--- src/rtl/ram_port_arbiter.sv ---
// Purpose: two-master (m0 CPU, m1 DMA) req/ack arbiter in front of a single-port RAM.
// Latency: write ack at t+2, read ack at t+2+RD_LAT (t = IDLE cycle the req is sampled in).
// Backpressure: a requester holds req until its one-cycle ack. Requests are only considered in IDLE.
// Optional build macro RAM_ARB_FIXED_PRIO_EN: m0 always wins a tie instead of round-robin.
module ram_port_arbiter #(
  parameter int AW     = 32,
  parameter int DW     = 32,
  parameter int RD_LAT = 1    // RAM read latency in cycles, legal range 1..4
) (
  input  logic          clk,
  input  logic          reset,      // asynchronous, active-low
  input  logic          m0_req,
  input  logic          m0_we,
  input  logic [AW-1:0] m0_addr,
  input  logic [DW-1:0] m0_wdata,
  output logic [DW-1:0] m0_rdata,
  output logic          m0_ack,
  input  logic          m1_req,
  input  logic          m1_we,
  input  logic [AW-1:0] m1_addr,
  input  logic [DW-1:0] m1_wdata,
  output logic [DW-1:0] m1_rdata,
  output logic          m1_ack,
  output logic          ram_we,
  output logic [AW-1:0] ram_addr,
  output logic [DW-1:0] ram_wdata,
  input  logic [DW-1:0] ram_rdata,
  output logic          busy,
  output logic          owner
);

  typedef enum logic [1:0] {IDLE, ISSUE, WAIT, DONE} state_t;

  state_t     state;
  logic       lat_we;     // latched direction of the granted request
  logic [2:0] cnt;        // read latency countdown, reaches 1 on the data cycle
  logic       last;       // master of the most recently completed transaction
  logic       grant_m1;   // arbitration result, only meaningful in IDLE with a req

  // Pick the master to grant when at least one req is high in IDLE.
  always_comb begin
    grant_m1 = 1'b0;
`ifdef RAM_ARB_FIXED_PRIO_EN
    // m0 wins every tie; last is still tracked but not consulted.
    grant_m1 = m1_req & ~m0_req;
`else
    // On a tie grant the master that did not complete last.
    grant_m1 = m1_req & (~m0_req | ~last);
`endif
  end

  // Transaction sequencer: grant, drive the RAM, wait out the read latency, pulse ack.
  always_ff @(posedge clk or negedge reset) begin
    if (!reset) begin
      state     <= IDLE;
      lat_we    <= 1'b0;
      cnt       <= 3'd0;
      last      <= 1'b1;   // so m0 wins the first tie
      owner     <= 1'b0;
      busy      <= 1'b0;
      ram_we    <= 1'b0;
      ram_addr  <= '0;
      ram_wdata <= '0;
      m0_ack    <= 1'b0;
      m1_ack    <= 1'b0;
      m0_rdata  <= '0;
      m1_rdata  <= '0;
    end else begin
      // Strobes are single-cycle; the state arms below re-assert them as needed.
      m0_ack <= 1'b0;
      m1_ack <= 1'b0;
      ram_we <= 1'b0;
      case (state)
        IDLE: begin
          if (m0_req || m1_req) begin
            // The RAM address/data registers double as the request latch, so they
            // naturally hold their value outside ISSUE.
            owner     <= grant_m1;
            lat_we    <= grant_m1 ? m1_we    : m0_we;
            ram_we    <= grant_m1 ? m1_we    : m0_we;
            ram_addr  <= grant_m1 ? m1_addr  : m0_addr;
            ram_wdata <= grant_m1 ? m1_wdata : m0_wdata;
            busy      <= 1'b1;
            state     <= ISSUE;
          end
        end
        ISSUE: begin
          if (lat_we) begin
            // Write lands at the end of this cycle; complete straight away.
            m0_ack <= ~owner;
            m1_ack <= owner;
            state  <= DONE;
          end else begin
            cnt   <= 3'(RD_LAT);
            state <= WAIT;
          end
        end
        WAIT: begin
          if (cnt == 3'd1) begin
            // Read data is valid this cycle; only the owner's register updates.
            if (owner) m1_rdata <= ram_rdata;
            else       m0_rdata <= ram_rdata;
            m0_ack <= ~owner;
            m1_ack <= owner;
            state  <= DONE;
          end else begin
            cnt <= cnt - 3'd1;
          end
        end
        DONE: begin
          last  <= owner;
          busy  <= 1'b0;
          state <= IDLE;
        end
        default: begin
          busy  <= 1'b0;
          state <= IDLE;
        end
      endcase
    end
  end

endmodule

--- config.mk ---
export PLATFORM = sky130hd
export DESIGN_NAME = ram_port_arbiter
export DESIGN_NICKNAME = d
export VERILOG_FILES = /design/src/rtl/ram_port_arbiter.sv
export SDC_FILE = /design/constraint.sdc
export NUM_CORES = 1
export LEC_CHECK = 0
export CORE_MARGIN = 2
export CORE_UTILIZATION = 41
export CTS_CLUSTER_DIAMETER = 200
export CTS_CLUSTER_SIZE = 28
export DETAILED_ROUTE_END_ITERATION = 7
export PLACE_DENSITY = 0.86
export SYNTH_ARGS = -nofsm -noshare
export SYNTH_HDL_FRONTEND = slang
export SYNTH_SLANG_ARGS = --single-unit
--- constraint.sdc ---
create_clock -name clk -period 2.2 [get_ports clk]
set_clock_uncertainty 0.15 [all_clocks]
set_input_delay 0.33 -clock clk [delete_from_list [all_inputs] [get_ports clk]]
set_output_delay 0.33 -clock clk [all_outputs]
set_load 0.05 [all_outputs]
==> impl_results.md, run 1 <==
- Status: complete, no violations
- Post-synth EDFFs: 0
- Main synth FF type: dfrtp_1
- Crit-path max cell delay: 0.86 ns
- Core Footprint: 14,420 um^2
- Gate power share: 0.565
- Power per cell area: 1766 nW/um^2
- Clock buffer depth: 2
- Seq/Total Area, Yosys: 0.5845
- Critical-path cell list: clkdlybuf4s50_1
- H-tree depth: 4
- Synth top area share: 0.5801
- Most common cell in the netlist: dfrtp_1
- Largest net degree at the start of global routing: 56
- Post-CTS setup buffers: 0
- Sequential share of power: 0.262
- Syn Std Cell Area: 5996 um^2
- Final min period: 2.092 ns
- Highest routed layer: met4
- Metal3 WL: 1323 um
- Netlist cell types: 30
- Lkg Pwr: 4.410 nW
- # diodes: 0
- Buf/Inv on CP: 1
- Maximum VDD drop: 877.9 uV
- Initial antenna violation count: 0
- Setup-violating endpoint count in the final report: 0
- Setup TNS: 0 ns
- Global-route wire length before repair: 27,210 um
- Vias: 4,870
- Area contributors post-synth: dfrtp_1 58%, mux2_2 12%, mux2i_1 11%
- Worst slew pin tran: 0.5677 ns
- Worst-path clk slew: 0.06 ns
- Power, Total: 17.53 mW
- Routed met1 length: 6619 um
- Sink Count: 140
- Slew Limit Fails: 0
- 1st-pass router iterations: 4
- CP Depth: 1
- RSZ-0062 raised after global routing: false
- DR iter-0 viols: 183
- Die Span X: 124.9 um
- Net Sw Frac: 0.4629
- CP arrival: 1.61 ns
- Maxcap violations: 0
- Hold Path Class: primary input to asynchronous set/reset pin
- Fraction of layout cells with a size suffix above 1: 0.1484
- Port Buffer Count: 298
- CTS tree: yes
- Ys async rst share: 1.000
- #FFs+latches synth: 140
- CP top delay family: buffers and inverters
- Internal Pwr Total: 9.416 mW
- Reg2reg path depth: 6
- ANT nets after route: 0
- Drt wl/cell: 17.35 um
- Worst EP required: 1.72 ns
- DRC: 0
- GP Congestion: 0.8413
- TritonCTS Buffers: 17
- IO Count: 299
- Fillers: 982
- Reg2reg start: state[0]$_DFFE_PN0P_
- CP Launch Point: ram_wdata[23]$_DFFE_PN0P_
- Syn nets: 652
- Mean Syn Cell Area: 12.52 um^2
- Fmax: 0.4780 GHz
- DIE AREA: 15,610 um^2
- Synth area leader: dfrtp_1
- Switch Pwr: 8.116 mW
- Grt total ovfl: 0
- Synth cell count leaders: 139 x dfrtp_1, 72 x o21ai_0, 68 x nand2_1, 65 x mux2i_1, 64 x mux2_2
- YS warnings: 0
- Tcrit/Tclk final: 0.9509
- Fin nets: 962
- Gr usage total: 0.2219
- CP Launch Type: register
- Starting Density: 0.4157
- Routed wl met2: 8632 um
- DP Wirelength: 12,650 um
- CP max-delay cell: clkdlybuf4s50_1
- Max_slew headroom: 0.6203
- Root buf cell: clkbuf_16
- Placement Rows: 44
- Clock latency on the worst-skew pair: 0.41 ns
- Area Growth Syn to Fin: 65.57%
- Via density: 4.939
- Final hold viol count: 0
- Vias in the first global route: 5,267
- Clock share of power: 0.173
- CP Capture Type: output pin
- Synth Instances: 479
- Die extent in y: 124.9 um
- Crit Path Class: register to output pin
- Post-place instance area: 9290 um^2
- Critical path peak fanout: 2
- WL final: 17,110 um
- Design Area, Final: 9927 um^2
[repair_timing]
item / 4_1_cts / 5_1_grt
gates resized for setup: 0 / 0
hold buffers: 1 / 0
hold endpoints to repair: 51 / 0
endpoints found under the setup margin: 0 / 0
[path summary, 6_finish.rpt]
kind / slack, ns / end
max: 0.11 / ram_wdata[23]
min: 0.28 / m1_rdata[19]$_DFFE_PN0P_
max reg2reg: 0.15 / m0_rdata[26]$_DFFE_PN0P_
min reg2reg: 0.33 / ram_wdata[8]$_DFFE_PN0P_
max in group asynchronous: 0.90 / ram_addr[21]$_DFFE_PN0P_
min in group clk: 0.33 / ram_wdata[8]$_DFFE_PN0P_
[cell usage in the layout, fill, tap and decap left out, drive strengths merged]
master         count
a221oi             1
mux2              66
clkdlybuf4s50    296
dfstp              1
o311ai             2
a21bo              1
nor2b              2
nor2               6
and3b              1
a2bb2oi            1
clkbuf            22
o21ai             73
ha                 7
a22oi              1
or4                2
dlygate4sd3        1
dfrtp            139
inv                9
and2               1
or4b               1
nor3               2
o221ai             1
buf               22
nand2             68
clkinvlp           2
nand2b             1
o311a              1
mux2i             65
bufinv             4
clkinv             3
[cell type report]
type                            count  area (um^2)  share of cell area
Sequential cell                   140         3505              0.3530
Multi-Input combinational cell    303         2293              0.2310
Inverter                            8        30.03            0.003025
Clock inverter                     10        162.7             0.01639
Clock buffer                       22        464.2             0.04676
Tap cell                          184        230.2             0.02319
Timing Repair Buffer              319         3242              0.3266
[cell families after synthesis]
kind of cell | Yosys count | share of synthesized area
AOI/OAI and AO/OA | 81 | 0.07283
adders and majority gates | 7 | 0.01461
buffers and inverters | 36 | 0.03589
DFF | 140 | 0.5845
muxes | 131 | 0.2325
and+or+nand+nor | 84 | 0.05968
[stage by stage]
step	setup WS [ns]	std cells	hold WS (ns)	utilization
finish	0.1080	986	0.2830	0.6882
global route	0.03622	986	0.3218	0.6882
CTS	0.08156	986	0.2878	0.6882
detailed placement	0.1344	953	0.1611	0.6441
global placement	0.2141	953	0.1511	0.6441
floorplan	0.2466	479	-0.1156	-
[routing by layer]
| metal | vias up | GRT usage |
|---|---|---|
| met3 | 35 | 0.07659 |
| met1 | 2308 | 0.2483 |
| li1 | 2289 | - |
| met2 | 238 | 0.3883 |
| met4 | 0 | 0.09085 |
| met5 | - | 0 |
[power groups by stage]
stage	combinational, mW	sequential, mW	clock [mW]
2_1_floorplan	2.16	8.73	0
5_1_grt	10.3	4.74	3.21
4_1_cts	9.97	4.59	3.09
3_3_place_gp	9.74	4.51	0
6_report	9.91	4.59	3.03
3_5_place_dp	9.93	4.60	0
[state kept, by name (all words and copies together), names as in the netlist]
signal     flops
lat_we         1
ram_we         1
m1_ack         1
ram_wdata     32
ram_addr      32
owner          1
m1_rdata      32
last           1
busy           1
state          2
m0_rdata      32
cnt            3
m0_ack         1
Note: power is estimated with default switching activity, not from simulation.
==> run 2: changes to the inputs <==
--- a/config.mk
+++ b/config.mk
@@ -5,11 +5,13 @@
 export SDC_FILE = /design/constraint.sdc
 export NUM_CORES = 1
 export LEC_CHECK = 0
-export CORE_MARGIN = 2
+export ABC_CLOCK_PERIOD_IN_PS = 2200
+export CORE_MARGIN = 8
 export CORE_UTILIZATION = 41
 export CTS_CLUSTER_DIAMETER = 200
 export CTS_CLUSTER_SIZE = 28
 export DETAILED_ROUTE_END_ITERATION = 7
+export GPL_ROUTABILITY_DRIVEN = 0
 export PLACE_DENSITY = 0.86
 export SYNTH_ARGS = -nofsm -noshare
 export SYNTH_HDL_FRONTEND = slang
==> impl_results.md, run 2 (synthesis gave the netlist of run 1 again) <==
- Critical-path cell list: clkdlybuf4s50_1 (unchanged)
- Power per cell area: 1754 nW/um^2 (was 1766 nW/um^2)
- Die extent in y: 136.9 um (was 124.9 um)
- Setup-violating endpoint count in the final report: 0 (unchanged)
- Critical path peak fanout: 2 (unchanged)
- Vias in the first global route: 5,393 (was 5,267)
- IO Count: 299 (unchanged)
- DIE AREA: 18,750 um^2 (was 15,610 um^2)
- Buf/Inv on CP: 1 (unchanged)
- Gr usage total: 0.2029 (was 0.2219)
- Max_slew headroom: 0.6153 (was 0.6203)
- Internal Pwr Total: 9.086 mW (was 9.416 mW)
- TritonCTS Buffers: 17 (unchanged)
- Vias: 4,935 (was 4,870)
- Clock share of power: 0.162 (was 0.173)
- Starting Density: 0.4157 (unchanged)
- Final design utilization: 0.6857 (was 0.6882)
- ANT nets after route: 0 (unchanged)
- Maxcap violations: 0 (unchanged)
- # diodes: 0 (unchanged)
- WL final: 19,180 um (was 17,110 um)
- Setup TNS: 0 ns (unchanged)
- Area Growth Syn to Fin: 64.96% (was 65.57%)
- Worst-path clk slew: 0.06 ns (about the same)
- Hold Path Class: primary input to asynchronous set/reset pin (unchanged)
- Via density: 4.995 (was 4.939)
- 1st-pass router iterations: 5 (was 4)
- CP max-delay cell: clkdlybuf4s50_1 (unchanged)
- Placement Rows: 44 (unchanged)
- Worst EP required: 1.72 ns (about the same)
- Clock latency on the worst-skew pair: 0.40 ns (was 0.41 ns)
- DR iter-0 viols: 141 (was 183)
- Switch Pwr: 8.262 mW (was 8.116 mW)
- Core Footprint: 14,420 um^2 (unchanged)
- Fraction of layout cells with a size suffix above 1: 0.1567 (was 0.1484)
- Die Span X: 136.9 um (was 124.9 um)
- Grt total ovfl: 0 (unchanged)
- Maximum VDD drop: 873.6 uV (was 877.9 uV)
- Final min period: 2.119 ns (was 2.092 ns)
- Largest net degree at the start of global routing: 110 (was 56)
- RSZ-0062 raised after global routing: false (unchanged)
- Sink Count: 140 (unchanged)
- Tcrit/Tclk final: 0.9634 (was 0.9509)
- Crit-path max cell delay: 0.85 ns (was 0.86 ns)
- H-tree depth: 4 (unchanged)
- CP Launch Type: register (unchanged)
- Root buf cell: clkbuf_16 (unchanged)
- Commonest cells after routing, fill and taps aside: 295 x clkdlybuf4s50_1, 139 x dfrtp_1, 72 x o21ai_0 (was 296 x clkdlybuf4s50_1, 139 x dfrtp_1, 72 x o21ai_0)
- Drt wl/cell: 19.41 um (was 17.35 um)
- Fmax: 0.4718 GHz (was 0.4780 GHz)
- Net Sw Frac: 0.4762 (was 0.4629)
- Clock buffer depth: 2 (unchanged)
- DRC: 0 (unchanged)
- Port Buffer Count: 298 (unchanged)
- Worst slew pin tran: 0.5752 ns (was 0.5677 ns)
- Status: complete, no violations (unchanged)
- CP Capture Type: output pin (unchanged)
- Initial antenna violation count: 0 (unchanged)
- Crit Path Class: register to output pin (unchanged)
- CTS tree: yes (unchanged)
- CP arrival: 1.64 ns (was 1.61 ns)
- Gate power share: 0.572 (was 0.565)
- CP top delay family: buffers and inverters (unchanged)
- DP Wirelength: 15,010 um (was 12,650 um)
- Global-route wire length before repair: 29,430 um (was 27,210 um)
- Sequential share of power: 0.266 (was 0.262)
- Fin nets: 964 (was 962)
- Final hold viol count: 0 (unchanged)
- Most common cell after layout, fill and taps aside: clkdlybuf4s50_1 (unchanged)
- Lkg Pwr: 4.393 nW (was 4.410 nW)
- Power, Total: 17.35 mW (was 17.53 mW)
- Slew Limit Fails: 0 (unchanged)
## run 2: changes by cell type in the layout (fill, tap and decap cells not counted), moves of 2 or more
cell        previous run  this run
inv_6                  1         3
buf_4                 13        17
clkinvlp_4             2         4
bufinv_16              4         2
inv_8                  0         2
clkbuf_8               2         0
clkbuf_1               3         0
## run 2: layer usage
metal | global-route usage | share of wire | vias to the layer above
met4 | 0.06940 | 0.016 | 0
met3 | 0.07930 | 0.11 | 28
met2 | 0.3464 | 0.50 | 264
li1 | - | - | 2302
met5 | 0 | 0 | -
met1 | 0.2265 | 0.38 | 2341
## run 2: final timing paths
path,slack [ns],end,start,cells past startpoint
max,0.08,m0_rdata[26],m0_rdata[26]$_DFFE_PN0P_,1
min,0.32,m1_rdata[14]$_DFFE_PN0P_,reset,2
max reg2reg,0.12,m0_rdata[21]$_DFFE_PN0P_,state[0]$_DFFE_PN0P_,6
min reg2reg,0.33,ram_addr[26]$_DFFE_PN0P_,ram_addr[26]$_DFFE_PN0P_,2
max in group asynchronous,0.92,last$_DFFE_PN1P_,reset,3
min in group clk,0.33,ram_addr[26]$_DFFE_PN0P_,ram_addr[26]$_DFFE_PN0P_,2
## run 2: per-stage QoR
step	hold slack, ns	std cells	setup WS, ns	instance area (um^2)
floorplan	-0.1156	479	0.2466	5996
global placement	0.1671	955	0.03900	9290
detailed placement	0.1663	955	0.002970	9290
CTS	0.3011	988	0.04094	9888
global route	0.3532	988	0.02187	9891
finish	0.3153	988	0.08055	9891
## run 2: final cells by class
class	count	area [um^2]
repair buffers	321	3242
inverters	8	30.03
well taps	184	230.2
multi-input cells	303	2296
flip-flops and latches	140	3505
clock buffers	17	425.4
clock inverters	15	162.7
fillers	1007	4533
## run 2: power groups by stage
stage | clock network [mW] | logic (mW) | registers [mW]
global placement | 0 | 9.76 | 4.54
global route | 2.97 | 10.4 | 4.77
CTS | 2.87 | 10.0 | 4.61
finish | 2.81 | 9.92 | 4.61
detailed placement | 0 | 9.96 | 4.61
floorplan | 0 | 2.16 | 8.73
## run 2: repair_timing
action,CTS,global route
gates resized for setup,0,1
buffers inserted,0,0
endpoints found under the hold margin,48,0
setup endpoints to repair,0,32
hold buffers,1,0
==> run 3: changes to the inputs <==
--- a/config.mk
+++ b/config.mk
@@ -16,3 +16,4 @@
 export SYNTH_ARGS = -nofsm -noshare
 export SYNTH_HDL_FRONTEND = slang
 export SYNTH_SLANG_ARGS = --single-unit
+export TNS_END_PERCENT = 50
==> results of run 3 <==
The final DEF is identical to that of run 2; final timing and power are the same.
